--- src/rtl/pc_one_pkg.sv ---
// Shared definitions for the pc-one core front end.
package pc_one_pkg;

    localparam int XLEN    = 32;
    localparam int INSTR_W = 32;

    localparam logic [XLEN-1:0] PC_STEP          = 32'd4;
    localparam logic [XLEN-1:0] DEFAULT_RESET_PC = 32'h0000_0000;

    // One fetched instruction paired with the address it came from.
    typedef struct packed {
        logic [XLEN-1:0]    pc;
        logic [INSTR_W-1:0] instr;
    } fetch_entry_t;

    // Instructions are word aligned; the low two address bits are dropped.
    function automatic logic [XLEN-1:0] align_pc(input logic [XLEN-1:0] addr);
        return addr & ~32'd3;
    endfunction

endpackage

--- src/rtl/fetch_skid_buf.sv ---
// Two-entry FIFO holding fetched {pc, instr} pairs between the ROM and decode.
module fetch_skid_buf
    import pc_one_pkg::*;
(
    input  logic         clk,
    input  logic         rst,
    input  logic         push,
    input  logic         pop,
    input  logic         flush,
    input  fetch_entry_t push_data,
    output fetch_entry_t head,
    output logic [1:0]   count
);

    fetch_entry_t mem [2];
    logic         rd_ptr;
    logic         wr_ptr;

    // Occupancy and pointers; flush wins over a simultaneous push.
    always_ff @(posedge clk or posedge rst) begin
        if (rst) begin
            count  <= 2'd0;
            rd_ptr <= 1'b0;
            wr_ptr <= 1'b0;
        end else if (flush) begin
            count  <= 2'd0;
            rd_ptr <= 1'b0;
            wr_ptr <= 1'b0;
        end else begin
            if (push) wr_ptr <= ~wr_ptr;
            if (pop)  rd_ptr <= ~rd_ptr;
            count <= count + 2'(push) - 2'(pop);
        end
    end

    // Entry storage carries data only, so it needs no reset.
    always_ff @(posedge clk) begin
        if (push && !flush) mem[wr_ptr] <= push_data;
    end

    assign head = mem[rd_ptr];

endmodule

--- src/rtl/fetch_unit.sv ---
// Instruction fetch front end: issues ROM reads, absorbs the one-cycle read
// latency and hands {pc, instr} to decode over valid/ready.
module fetch_unit
    import pc_one_pkg::*;
#(
    parameter logic [XLEN-1:0] RESET_PC = DEFAULT_RESET_PC
)
(
    input  logic                clk,
    input  logic                rst,
    output logic [XLEN-1:0]     imem_addr,
    input  logic [INSTR_W-1:0]  imem_rdata,
    input  logic                redirect_valid,
    input  logic [XLEN-1:0]     redirect_pc,
    output logic                out_valid,
    input  logic                out_ready,
    output logic [XLEN-1:0]     out_pc,
    output logic [INSTR_W-1:0]  out_instr
);

    logic [XLEN-1:0] fetch_pc;
    logic            inflight_v;
    logic [XLEN-1:0] inflight_pc;

    logic [1:0]      count;
    fetch_entry_t    head;
    fetch_entry_t    arrival;
    logic            pop;
    logic            push;
    logic            issue;
    logic [2:0]      occupancy;

    assign pop = out_valid && out_ready;

    // Space after this cycle: buffered + in flight - leaving. A new read is
    // only started when its data is guaranteed a slot two cycles from now.
    assign occupancy = {1'b0, count} + {2'b00, inflight_v} - {2'b00, pop};

    // Issue/redirect decision and the address presented to the ROM.
    always_comb begin
        issue     = (occupancy <= 3'd1);
        imem_addr = fetch_pc;
        if (redirect_valid) begin
            issue     = 1'b1;
            imem_addr = align_pc(redirect_pc);
        end
    end

    // A redirect discards whatever the ROM is returning this cycle.
    assign push          = inflight_v && !redirect_valid;
    assign arrival.pc    = inflight_pc;
    assign arrival.instr = imem_rdata;

    // Fetch pointer and the single outstanding ROM read.
    always_ff @(posedge clk or posedge rst) begin
        if (rst) begin
            fetch_pc    <= RESET_PC;
            inflight_v  <= 1'b0;
            inflight_pc <= RESET_PC;
        end else begin
            inflight_v <= issue;
            if (issue) begin
                inflight_pc <= imem_addr;
                fetch_pc    <= imem_addr + PC_STEP;
            end
        end
    end

    fetch_skid_buf u_skid (
        .clk       (clk),
        .rst       (rst),
        .push      (push),
        .pop       (pop),
        .flush     (redirect_valid),
        .push_data (arrival),
        .head      (head),
        .count     (count)
    );

    // Head of the buffer is presented to decode; zeroed when empty so the
    // outputs read 0 out of reset without resetting the data storage.
    assign out_valid = (count != 2'd0);
    assign out_pc    = out_valid ? head.pc    : '0;
    assign out_instr = out_valid ? head.instr : '0;

endmodule

--- config.mk ---
export PLATFORM = sky130hd
export DESIGN_NAME = fetch_unit
export DESIGN_NICKNAME = d
export VERILOG_FILES = /design/src/rtl/pc_one_pkg.sv /design/src/rtl/fetch_skid_buf.sv /design/src/rtl/fetch_unit.sv
export SDC_FILE = /design/constraint.sdc
export NUM_CORES = 1
export LEC_CHECK = 0
export ABC_CLOCK_PERIOD_IN_PS = 5300
export CORE_ASPECT_RATIO = 1.75
export CORE_MARGIN = 4
export CORE_UTILIZATION = 44
export DETAILED_ROUTE_END_ITERATION = 12
export PLACE_DENSITY_LB_ADDON = 0.2
export SLEW_MARGIN = 15
export SYNTH_ARGS = -nofsm -noshare
export SYNTH_HDL_FRONTEND = slang
export SYNTH_SLANG_ARGS = --single-unit
--- constraint.sdc ---
create_clock -name clk -period 5.3 [get_ports clk]
set_input_delay 1.06 -clock clk [delete_from_list [all_inputs] [get_ports clk]]
set_output_delay 1.06 -clock clk [all_outputs]
set_load 0.005 [all_outputs]
---- Word-level counts from Yosys, hierarchy flattened ----
Memory sizes are Yosys's and may differ from the RTL's.
Index checks and enable logic that the tools add are counted.
word-level totals
  input port bits ......................... 68
  output and inout port bits .............. 97
  memories kept ........................... 1
  bits in writable memories ............... 128
  register bits after elaboration ......... 69
operators by class
  bitwise gates (word level) .............. 2
  magnitude comparators ................... 1
  reduce and logical (&&, ||, !) cells .... 7
  multiplexer cells ....................... 11
  add/sub/neg operators ................... 5
memory list
  memory      depth  width  read ports  clocked after Yosys merged registers in  wr ports  RTL line              RTL
  u_skid.mem  2      64     1           0                                        1         fetch_skid_buf.sv:15  fetch_entry_t mem [2];
operators with widths
  operator               count
  $mux 32                3
  $add 32x3->32 const B  1
  $mux 1                 7
  $reduce_bool 2->1      3
  $add 2x1->3            1
  $le 3x1->1 const B     1
  $logic_and 1x1->1      3
  $sub 3x1->3            1
  $add 2x1->2            1
  $mux 2                 1
  $not 1->1              2
  $sub 2x1->2            1
  $logic_not 1->1        1

---- Depth between registers and ports, before layout ----
  word-level depth ........................ 5
  mapped depth ............................ 14
  mapped depth without buffers ............ 13

---- Cells and area by module ----
A second synthesis with hierarchy kept.
unflattened totals
  cells, all modules ...................... 691
  area, all modules ....................... 9108.7 um2
by module, submodules not included
  module          cells an instance  area an instance (um2)  instances
  fetch_skid_buf  217                5031.1                  1
  fetch_unit      474                4077.7                  1

---- Worst setup path after synthesis ----
OpenSTA, ideal clock, no wires.
  kind .................................... input to register
  start ................................... in redirect_valid
  end ..................................... mem u_skid.mem[0][0] (netlist name) (enable)
  stages .................................. 6
  arrival time ............................ 4.717 ns
  setup time .............................. 0.494 ns
  required time ........................... 4.806 ns
  slack ................................... 0.089 ns
  cells stage by stage .................... buf_6 buf_8 buf_2 clkbuf_1 nor2b_1 nor2b_1
between the ends
  word-level cells in the longest chain between the ends .. 5
ends and longest elaborated chain
  what                              RTL line                                RTL
  from (decl)                       fetch_unit.sv:13                        input logic redirect_valid,
  $logic_not 1->1 (*)               fetch_skid_buf.sv:38, fetch_unit.sv:50
  $logic_and 1x1->1                 fetch_unit.sv:50                        assign push = inflight_v && !redirect_valid;
  $logic_and 1x1->1 (*)             fetch_skid_buf.sv:38                    if (push && !flush) mem[wr_ptr] <= push_data;
  $mux 1 (*)                        fetch_skid_buf.sv:38
  $mux 1 (not written as such) (*)  fetch_skid_buf.sv:38
  to (decl)                         fetch_skid_buf.sv:15
Mark *: on every way between the ends. The rest lies on a longest branch, timed or not.

---- Worst setup path in the final report ----
  start ................................... in redirect_valid
  end ..................................... out imem_addr[29]
between the ends
  word-level cells in the longest chain between the ends .. 1
ends and longest elaborated chain
  what       RTL line          RTL
  $mux 32    fetch_unit.sv:43  if (redirect_valid) begin
  to (decl)  fetch_unit.sv:11  output logic [XLEN-1:0] imem_addr,
No other way between the ends.

==> results.sh <==
export IMPL_async_flop_share_pct=34.4
export IMPL_vias=5698
export IMPL_drc=0
export IMPL_maxSlewViolCount=0
export IMPL_antenna_found_initial=0
export IMPL_overflow=0
export IMPL_dp_hpwl_um=13200
export IMPL_p_leak_nw=4.12
export IMPL_rr_endpoint="fetch_pc[28]"
export IMPL_ctsResizeCount=0
export IMPL_grt_pass1_vias=5930
export IMPL_dp_cells=1057
export IMPL_grt_usage_pct=18.1
export IMPL_finalHoldViolations=0
export IMPL_fin_util_pct=57.6
export IMPL_die_height_um=193
export IMPL_yosysTopAreaCell="edfxtp_1"
export IMPL_coreArea_sq_um=19200
export IMPL_cts_sinks=195
export IMPL_final_layout_size_suffix_gt1_share_pct=8.02
export IMPL_rsz0062_at_grt="false"
export IMPL_ios=165
export IMPL_io_buffers=162
export IMPL_postCtsHoldBufs=0
export IMPL_period_needed_ps=4230
export IMPL_cts_buffers=17
export IMPL_max_stage_delay_ps=710
export IMPL_synth_area_sq_um=8570
export IMPL_r2r_start="u_skid.count[1]"
export IMPL_fmax_mhz=236
export IMPL_fin_cells=1089
export IMPL_antenna_cells=0
export IMPL_use_met2_pct=33.5
export IMPL_outcome="finished clean"
export IMPL_synth_edff_count=128
export IMPL_hold_path_class="flip-flop to flip-flop"
export IMPL_dr_pass1_iters=4
export IMPL_cp_buffers_inverters=4
export IMPL_worstHoldStart="inflight_pc[25]"
export IMPL_totalNegativeSetupSlack_ps=0
export IMPL_use_met3_pct=4.64
export IMPL_ctsRootBufferMaster="clkbuf_16"
export IMPL_grt_pass1_wl_um=30600
export IMPL_cts_max_level=4
export IMPL_synth_seq_cells=195
export IMPL_avgRoutedWirePerCell_um=17.9
export IMPL_path_cells="buf_2 > buf_4 > mux2i_1 > inv_1 > clkdlybuf4s50_1"
export IMPL_area_delta_synth_final_pct=29.0
export IMPL_power_density_nw_per_um2=538
export IMPL_clkTransAtPathRegs_ps=70
export IMPL_ant_nets=0
export IMPL_dieArea_sq_um=21900
export IMPL_rows=67
export IMPL_criticalPathCategory="input port to output port"
export IMPL_slew_headroom_pct=36.8
export IMPL_yosysSeqAreaShare_pct=64.4
export IMPL_place_congestion=0.897
export IMPL_busiest_layer="met2"
export IMPL_r2r_slack_ps=2160
export IMPL_grt_util_met1_pct=20.1
export IMPL_worst_pin_slew_ps=948
export IMPL_start_kind="input port"
export IMPL_syn_num_nets=751
export IMPL_avgSynthCellArea_sq_um=12.7
export IMPL_setup_violations=0
export IMPL_finalCritPeriodShare_pct=79.8
export IMPL_layout_nets=909
export IMPL_max_cap_violations=0
export IMPL_ff2ff_path_depth=14
export IMPL_clockBufferDepth=2
export IMPL_post_cts_buffers=0
export IMPL_yosysWarnings=0
export IMPL_dieWidth_um=114
export IMPL_hold_path_end="u_skid.mem[0][57]"
export IMPL_cts_tree="yes"
export IMPL_critPathRequiredTime_ps=4240
export IMPL_yosys_most_used_dff="edfxtp_1"
export IMPL_synthTopCellsByCount="128 x edfxtp_1, 122 x nor2_1, 88 x mux2i_1, 67 x dfrtp_1, 34 x a21oi_1"
export IMPL_synth_top_area_share_pct=44.8
export IMPL_insertion_delay_ps=430
export IMPL_peakVddDrop_mv=0.307
export IMPL_clock_skew_ps=5.69
export IMPL_yosysMostFrequentCell="edfxtp_1"
export IMPL_grt_start_max_net_pins=66
export IMPL_start_util_pct=44.7
export IMPL_yosys_top_cells_area="edfxtp_1 45%, dfrtp_1 20%, mux2i_1 10%, nor2_1 5.3%, a21oi_1 2.0%"
export IMPL_synth_cell_types=56
export IMPL_routed_wl_um=19400
export IMPL_end_kind="output port"
export IMPL_cp_slowest_cell="buf_2"
export IMPL_viasPerCell=5.23
export IMPL_crit_arrival_ps=3170
export IMPL_crit_path_max_fanout=43
export IMPL_drtIter0Drc=220
export IMPL_synthCells=677
export IMPL_cp_top_family="buffers and inverters"
export IMPL_whs_path_depth=0
==> layout make-up <==
| type | instances | area (sq um) |
|---|---|---|
| Fill cell | 1620 | 8140 |
| Sequential cell | 195 | 5520 |
| Multi-Input combinational cell | 416 | 2790 |
| Timing Repair Buffer | 173 | 1710 |
| Clock buffer | 19 | 475 |
| Tap cell | 241 | 302 |
| Clock inverter | 13 | 131 |
| Inverter | 32 | 120 |
==> metrics by stage <==
step	setup WS [ps]	cell area [sq um]	hold slack [ps]	power [mW]
after floorplan	88.8	8570	435	3.70
after global placement	1130	10500	450	4.61
after detailed placement	1080	10500	460	4.71
after CTS	1090	11100	475	6.03
after global routing	881	11100	485	6.33
final	1070	11100	471	5.95
==> how the worst max path moves through the flow <==
| stage | from | to | cells after the start |
|---|---|---|---|
| floorplan | redirect_valid | u_skid.mem[0][0] | 6 |
| global placement | redirect_valid | imem_addr[29] | 5 |
| detailed placement | redirect_valid | fetch_pc[26] | 9 |
| CTS | redirect_valid | imem_addr[29] | 5 |
| global route | redirect_valid | imem_addr[29] | 5 |
| finish | redirect_valid | imem_addr[29] | 5 |
==> cells in the final DEF, fill, tap and decap left out, drive strengths merged, types with 12 or more instances in the layout <==
master and n:
edfxtp 128, nand2 31, nand4 13, dfrtp 67
clkbuf 19, xnor2 15, a21oi 36, buf 12
nor2 122, mux2i 88, clkdlybuf4s50 161, nand3 16
inv 41
==> registers in the layout (all words and copies together), names as in the netlist <==
signal / count
u_skid.count: 2
inflight_pc: 30
u_skid.wr_ptr: 1
fetch_pc: 32
u_skid.rd_ptr: 1
inflight_v: 1
u_skid.mem: 128
==> layer usage <==
layer  vias to the layer above  part of all wire, %
li1                       2737                    -
met1                      2794                   38
met2                       151                   55
met3                        16                  5.3
met4                         0                  1.4
met5                         -                    0
==> logic make-up after synthesis <==
family | Yosys count | synth area share, %
and+or+nand+nor | 219 | 12.1
DFF | 195 | 64.4
muxes | 96 | 11.3
AOI/OAI and AO/OA | 78 | 6.23
buffers and inverters | 66 | 3.21
xor gates and xnor gates | 17 | 1.74
adders and majority gates | 6 | 0.963
==> power breakdown <==
part	leakage, nW	internal [mW]	switching, mW	total, mW
sequential	1.97	2.22	0.313	2.53
combinational	1.85	1.03	1.08	2.11
clock	0.299	0.720	0.592	1.31
No activity file was read; power rests on OpenSTA's default activity.
